$ cat src/rtl/mux_stream_n.sv
// mux_stream_n: N-channel, W-bit streaming multiplexer with a registered
// output stage and valid/ready handshakes on every port.
//
// Channel choice is either explicit (mode_i = 0, sel_i) or round-robin
// (mode_i = 1, rotating pointer). The accepted channel index travels with
// the data on out_chan_o.
//
// Optional feature: define MUX_STREAM_LOCK_EN to add the in_last_i port and
// packet locking. A channel that starts a packet keeps the mux until it
// sends its last beat. Without the macro every beat arbitrates on its own.

module mux_stream_n #(
  parameter  int N  = 8,          // number of input channels, 2..16
  parameter  int W  = 8,          // data width per channel, 1..64
  localparam int SW = $clog2(N)   // select / channel index width
) (
  input  logic           clk,
  input  logic           rst_n,       // synchronous, active low
  input  logic           mode_i,      // 0 = explicit select, 1 = round-robin
  input  logic [SW-1:0]  sel_i,
  input  logic [N*W-1:0] in_data_i,   // channel k at [k*W +: W]
  input  logic [N-1:0]   in_valid_i,
  output logic [N-1:0]   in_ready_o,
`ifdef MUX_STREAM_LOCK_EN
  input  logic [N-1:0]   in_last_i,
`endif
  output logic [W-1:0]   out_data_o,
  output logic [SW-1:0]  out_chan_o,
  output logic           out_valid_o,
  input  logic           out_ready_i
);

  // ---------------------------------------------------------------------------
  // Helpers
  // ---------------------------------------------------------------------------

  // Adds an offset to a channel index and wraps modulo N. The pointer and
  // channel indices are always below N, so a single subtraction is enough
  // even when N is not a power of two.
  function automatic logic [SW-1:0] wrap_add(input logic [SW-1:0] base,
                                             input int            off);
    int sum;
    sum = int'(base) + off;
    if (sum >= N) sum = sum - N;
    return SW'(sum);
  endfunction

  // ---------------------------------------------------------------------------
  // State
  // ---------------------------------------------------------------------------

  logic          out_valid_q, out_valid_d;
  logic [W-1:0]  out_data_q,  out_data_d;
  logic [SW-1:0] out_chan_q,  out_chan_d;
  logic [SW-1:0] ptr_q,       ptr_d;

`ifdef MUX_STREAM_LOCK_EN
  logic          lock_q,      lock_d;
  logic [SW-1:0] lock_ch_q,   lock_ch_d;
`endif

  // ---------------------------------------------------------------------------
  // Channel selection
  // ---------------------------------------------------------------------------

  logic          can_load;   // output stage is empty or draining this cycle
  logic          sel_ok;     // explicit select points at a real channel
  logic          rr_found;   // round-robin scan found a valid channel
  logic [SW-1:0] rr_ch;
  logic [SW-1:0] rr_cand;
  logic          chosen;     // some channel is offered the handshake
  logic [SW-1:0] ch;         // the channel offered the handshake
  logic          xfer;       // a beat moves into the output stage
  logic          last_beat;  // the accepted beat closes its packet

  assign can_load = !out_valid_q || out_ready_i;
  assign sel_ok   = (int'(sel_i) < N);

  // Round-robin: first valid channel starting at ptr_q, wrapping modulo N.
  always_comb begin
    // NOTE: every variable driven here gets a default first; a path that
    // leaves one unassigned would infer a latch.
    rr_found = 1'b0;
    rr_ch    = '0;
    rr_cand  = '0;
    for (int i = 0; i < N; i++) begin
      rr_cand = wrap_add(ptr_q, i);
      if (!rr_found && in_valid_i[rr_cand]) begin
        rr_found = 1'b1;
        rr_ch    = rr_cand;
      end
    end
  end

  // Final choice: mode picks the candidate, an open packet lock overrides it.
  always_comb begin
    if (mode_i) begin
      chosen = rr_found;
      ch     = rr_ch;
    end else begin
      chosen = sel_ok;
      ch     = sel_i;
    end
`ifdef MUX_STREAM_LOCK_EN
    if (lock_q) begin
      chosen = 1'b1;
      ch     = lock_ch_q;
    end
`endif
  end

  // Ready goes only to the chosen channel, and only while the output can load.
  // It is held low during reset so no producer sees a phantom accept.
  always_comb begin
    in_ready_o = '0;
    if (rst_n && chosen && can_load) in_ready_o[ch] = 1'b1;
  end

  assign xfer = rst_n && chosen && can_load && in_valid_i[ch];

`ifdef MUX_STREAM_LOCK_EN
  assign last_beat = in_last_i[ch];
`else
  // Without packet framing every beat is a complete packet.
  assign last_beat = 1'b1;
`endif

  // ---------------------------------------------------------------------------
  // Next-state logic
  // ---------------------------------------------------------------------------

  // Output stage: load on transfer, empty on drain without reload, else hold.
  always_comb begin
    out_valid_d = out_valid_q;
    out_data_d  = out_data_q;
    out_chan_d  = out_chan_q;
    if (xfer) begin
      out_valid_d = 1'b1;
      out_data_d  = in_data_i[ch*W +: W];
      out_chan_d  = ch;
    end else if (out_ready_i) begin
      out_valid_d = 1'b0;
    end
  end

  // Round-robin pointer moves past the winner when a packet completes in mode 1.
  always_comb begin
    ptr_d = ptr_q;
    if (xfer && mode_i && last_beat) ptr_d = wrap_add(ch, 1);
  end

`ifdef MUX_STREAM_LOCK_EN
  // Lock opens on a non-last beat and closes on the last one.
  always_comb begin
    lock_d    = lock_q;
    lock_ch_d = lock_ch_q;
    if (xfer) begin
      lock_d = !last_beat;
      if (!last_beat) lock_ch_d = ch;
    end
  end
`endif

  // ---------------------------------------------------------------------------
  // Registers
  // ---------------------------------------------------------------------------

  // Output stage and pointer registers with synchronous reset.
  always_ff @(posedge clk) begin
    if (!rst_n) begin
      // NOTE: out_data_q is a visible output register, not storage, so it is
      // reset to a defined zero along with the control state.
      out_valid_q <= 1'b0;
      out_data_q  <= '0;
      out_chan_q  <= '0;
      ptr_q       <= '0;
    end else begin
      // NOTE: non-blocking assignments so every register samples the values
      // from before this edge, independent of statement order.
      out_valid_q <= out_valid_d;
      out_data_q  <= out_data_d;
      out_chan_q  <= out_chan_d;
      ptr_q       <= ptr_d;
    end
  end

`ifdef MUX_STREAM_LOCK_EN
  // Packet lock registers with synchronous reset.
  always_ff @(posedge clk) begin
    if (!rst_n) begin
      lock_q    <= 1'b0;
      lock_ch_q <= '0;
    end else begin
      lock_q    <= lock_d;
      lock_ch_q <= lock_ch_d;
    end
  end
`endif

  assign out_data_o  = out_data_q;
  assign out_chan_o  = out_chan_q;
  assign out_valid_o = out_valid_q;

  // ---------------------------------------------------------------------------
  // Invariants
  // ---------------------------------------------------------------------------

  // At most one producer is ever offered the handshake.
  always @(posedge clk) begin
    assert ($onehot0(in_ready_o));
  end

  // The pointer always names a real channel.
  always @(posedge clk) begin
    assert (int'(ptr_q) < N);
  end

  // A stalled beat stays put until the consumer takes it.
  property p_hold_on_stall;
    @(posedge clk) disable iff (!rst_n)
      (out_valid_q && !out_ready_i) |=>
        (out_valid_q && $stable(out_data_q) && $stable(out_chan_q));
  endproperty
  a_hold_on_stall: assert property (p_hold_on_stall);

endmodule
$ cat config.mk
export PLATFORM = sky130hd
export DESIGN_NAME = mux_stream_n
export DESIGN_NICKNAME = d
export VERILOG_FILES = /design/src/rtl/mux_stream_n.sv
export SDC_FILE = /design/constraint.sdc
export NUM_CORES = 1
export LEC_CHECK = 0
export ABC_AREA = 1
export BUFFER_PORTS_ARGS = -buffer_cell sky130_fd_sc_hd__buf_2
export CORE_ASPECT_RATIO = 2
export CORE_MARGIN = 2
export CORE_UTILIZATION = 50
export CTS_CLUSTER_SIZE = 30
export DETAILED_ROUTE_END_ITERATION = 16
export PLACE_DENSITY = 0.83
export SYNTH_ARGS = -nofsm -noshare
export SYNTH_HDL_FRONTEND = slang
export SYNTH_SLANG_ARGS = --single-unit
$ cat constraint.sdc
create_clock -name clk -period 7.78 [get_ports clk]
set_input_delay 1.167 -clock clk [delete_from_list [all_inputs] [get_ports clk]]
set_output_delay 1.167 -clock clk [all_outputs]
set_load 0.005 [all_outputs]
==> results.yml <==
floorplanning:
  core-area_um2: 4380
  start_util_pct: 52.5
  dieArea_um2: 5190
  die_x_um: 51.9
  fp.dieH_um: 99.9
  rows: 34
  io_pins: 99
pwr:
  cellLeakagePower_nw: 1.71
  vdd_drop_max_v: 0.000152
  powerDensity_nw_per_um2: 263
timing:
  period_needed_ns: 5.74
  hold_violations: 0
  max_slew_margin_pct: 24.1
  period_share_pct: 73.8
  fin_setup_tns_ns: 0
  rsz0062_at_grt: "false"
  maxClockFrequency_ghz: 0.174
  worstMarginPinSlew_ns: 1.14
  clock_skew_ns: 0.00348
  layout_setup_ws_ns: 2.04
  drv_slew: 0
  setup_viol: 0
worst_setup_path:
  max_stage_delay_ns: 0.84
  cp.required_ns: 6.61
  worst_r2r_startpoint: "ptr_q[0]"
  crit_chain: "inv_2 > ha_1 > inv_1 > nand3_1 > nand2_1 > o21ai_0 > nor2_2 > nand4_1 > nor2_1 > nor2_1 > nand3_2 > nand2_1 > nand2_1 > nor3_1 > buf_2"
  cp_common_cell: "nand2_1"
  worst-path-buf-inv: 3
  start_kind: "flop"
  path_max_fanout: 38
  crit_type: "reg -> out"
  startpoint: "ptr_q[0]"
  worstPathArrival_ns: 4.57
  critPathCaptureType: "primary output"
  path_delay_family: "simple AND/OR/NAND/NOR gates"
  crit_path_top_delay_cell: "nand2_1"
run_status:
  outcome: "finished, final reports clean"
cells_and_area:
  fin_cells: 599
  layout.area.seq_um2: 300
  nFillCells: 507
  layout-drive-gt1-share_pct: 23.7
  final_nets: 627
  n_antenna_cell: 0
  multi_input_area_um2: 1750
  syn2layout_area_growth_pct: 20.3
routing:
  via_count: 3189
  antenna_left: 0
  routedWlPerCell_um: 12.9
  finalWirelength_um: 7710
  drc_errors: 0
  drtIter0Drc: 90
  viasPerCell: 5.32
  drtPass1Iterations: 4
clocking:
  post_cts_buffers: 0
  clock_tree.root_cell: "clkbuf_8"
  cts.sinks: 15
  hold_buffers: 0
  cts_buffer_depth: 2
  cts_buffers: 3
  cts_resized: 0
  path_clk_slew_ns: 0.06
  tritoncts: "done"
  clk_latency_ns: 0.25
  h-tree-depth: 1
place:
  place_inst: 595
  dp_slack_ns: 2.47
  place_congestion: 0.929
  port_buffers: 98
  dp_hpwl_um: 6030
synthesis:
  async_flop_share_pct: 0
  syn_nets: 545
  ys_warn_count: 0
  syn_avg_cell_area_um2: 4.95
  yosysUniqueCellTypes: 27
  ys_ff_latch: 15
  synth_edf_count: 0
  seq_area_frac_synth_pct: 13.1
  netlist_area_um2: 2300
  synth_cells: 464
  synthFlopType: "dfxtp_1"
global_route:
  grt_first_pass_wirelength_um: 12500
  grt_pass1_vias: 2984
  antenna_found_initial: 0
  overflow: 0
  grt_max_degree: 39
  groute.usage.overall_pct: 30.7
min_path:
  hold_path.class: "reg -> reg"
  min_from: "out_chan_o[0]"
run:
  max_cap_violations: 0
## cells in the mapped netlist (all sizes together) (2+ instances only)
| cell type | n | area (um2) |
|---|---|---|
| nor2 | 49 | 214 |
| dfxtp | 15 | 300 |
| inv | 30 | 113 |
| ha | 2 | 25.0 |
| o21ai | 15 | 75.1 |
| nand4 | 8 | 56.3 |
| xor2 | 2 | 17.5 |
| xnor2 | 2 | 17.5 |
| nand3 | 51 | 270 |
| clkbuf | 2 | 7.51 |
| o21a | 2 | 15.0 |
| buf | 19 | 131 |
| a21oi | 7 | 35.0 |
| nor3 | 6 | 30.0 |
| nand2 | 251 | 965 |
## tightest hold or removal path: cells and delay by family (launching register included)
family / cells / cell delay [ns]
flops: 1 / 0.31
simple gates: 2 / 0.14
## flip-flops by register name, summed over array words and instances (netlist names)
signal,cells
out_valid_o,1
ptr_q,3
out_data_o,8
out_chan_o,3
## cell type report
class / count / area share, %
clock buffers: 3 / 1.49
well taps: 54 / 2.44
repair buffers: 98 / 17.7
flip-flops and latches: 15 / 10.9
multi-input cells: 398 / 63.2
clock inverters: 1 / 0.181
inverters: 30 / 4.07
## report_power, final
part / switching, W / internal, W
Sequential: 0.0000208 / 0.0000985
Combinational: 0.000374 / 0.000171
Clock: 0.0000278 / 0.0000355
## per-stage QoR
stage          area (um2)  util [%]  power [W]  hold slack [ns]
2_1_floorplan        2300         -   0.000536            0.477
3_3_place_gp         2720      62.0   0.000648            0.463
3_5_place_dp         2720      62.0   0.000652            0.483
4_1_cts              2760      63.1   0.000717            0.494
5_1_grt              2760      63.1   0.000803            0.534
6_report             2760      63.1   0.000727            0.493
## layout by cell type, fill, tap and decap left out
cell and n:
nand3_2 3, a21boi_1 1, buf_2 98, nor2_2 3
or2_2 1, nor3_1 6, nand4_1 7, o21ai_1 12
xnor2_1 2, a31oi_2 1, clkinv_2 1, o21ai_0 3
o21a_1 2, inv_1 24, dfxtp_1 15, clkbuf_8 3
nand2_2 9, nand4_2 1, nand2_1 242, nor2_1 43
ha_1 2, nor2_4 3, xor2_1 2, a21oi_1 7
inv_2 6, nand3_1 48
## routing by layer
layer / routed length, um / vias up / GRT usage (%)
met4: 458 / 0 / 17.2
met5: 0 / - / 0
met3: 470 / 39 / 4.76
li1: - / 1610 / -
met2: 4100 / 144 / 58.5
met1: 2680 / 1396 / 29.0
## cells by family (layout without fill, tap and decap cells)
| logic type | after synthesis | after routing | synth area share, % |
|---|---|---|---|
| buffers and inverters | 51 | 132 | 10.9 |
| and+or+nand+nor | 366 | 366 | 67.1 |
| AOI/OAI and AO/OA | 26 | 26 | 6.31 |
| adders and majority gates | 2 | 2 | 1.09 |
| xor gates and xnor gates | 4 | 4 | 1.52 |
| DFF | 15 | 15 | 13.1 |
## path summary, 6_finish.rpt
check,to,slack [ns],cells after the start
worst max-delay path,in_ready_o[2],2.04,15
worst min-delay path,out_chan_o[0],0.49,2
worst max register to register,out_data_o[6],2.97,21
worst min register to register,out_chan_o[0],0.49,2
No activity file was read; power rests on OpenSTA's default activity.
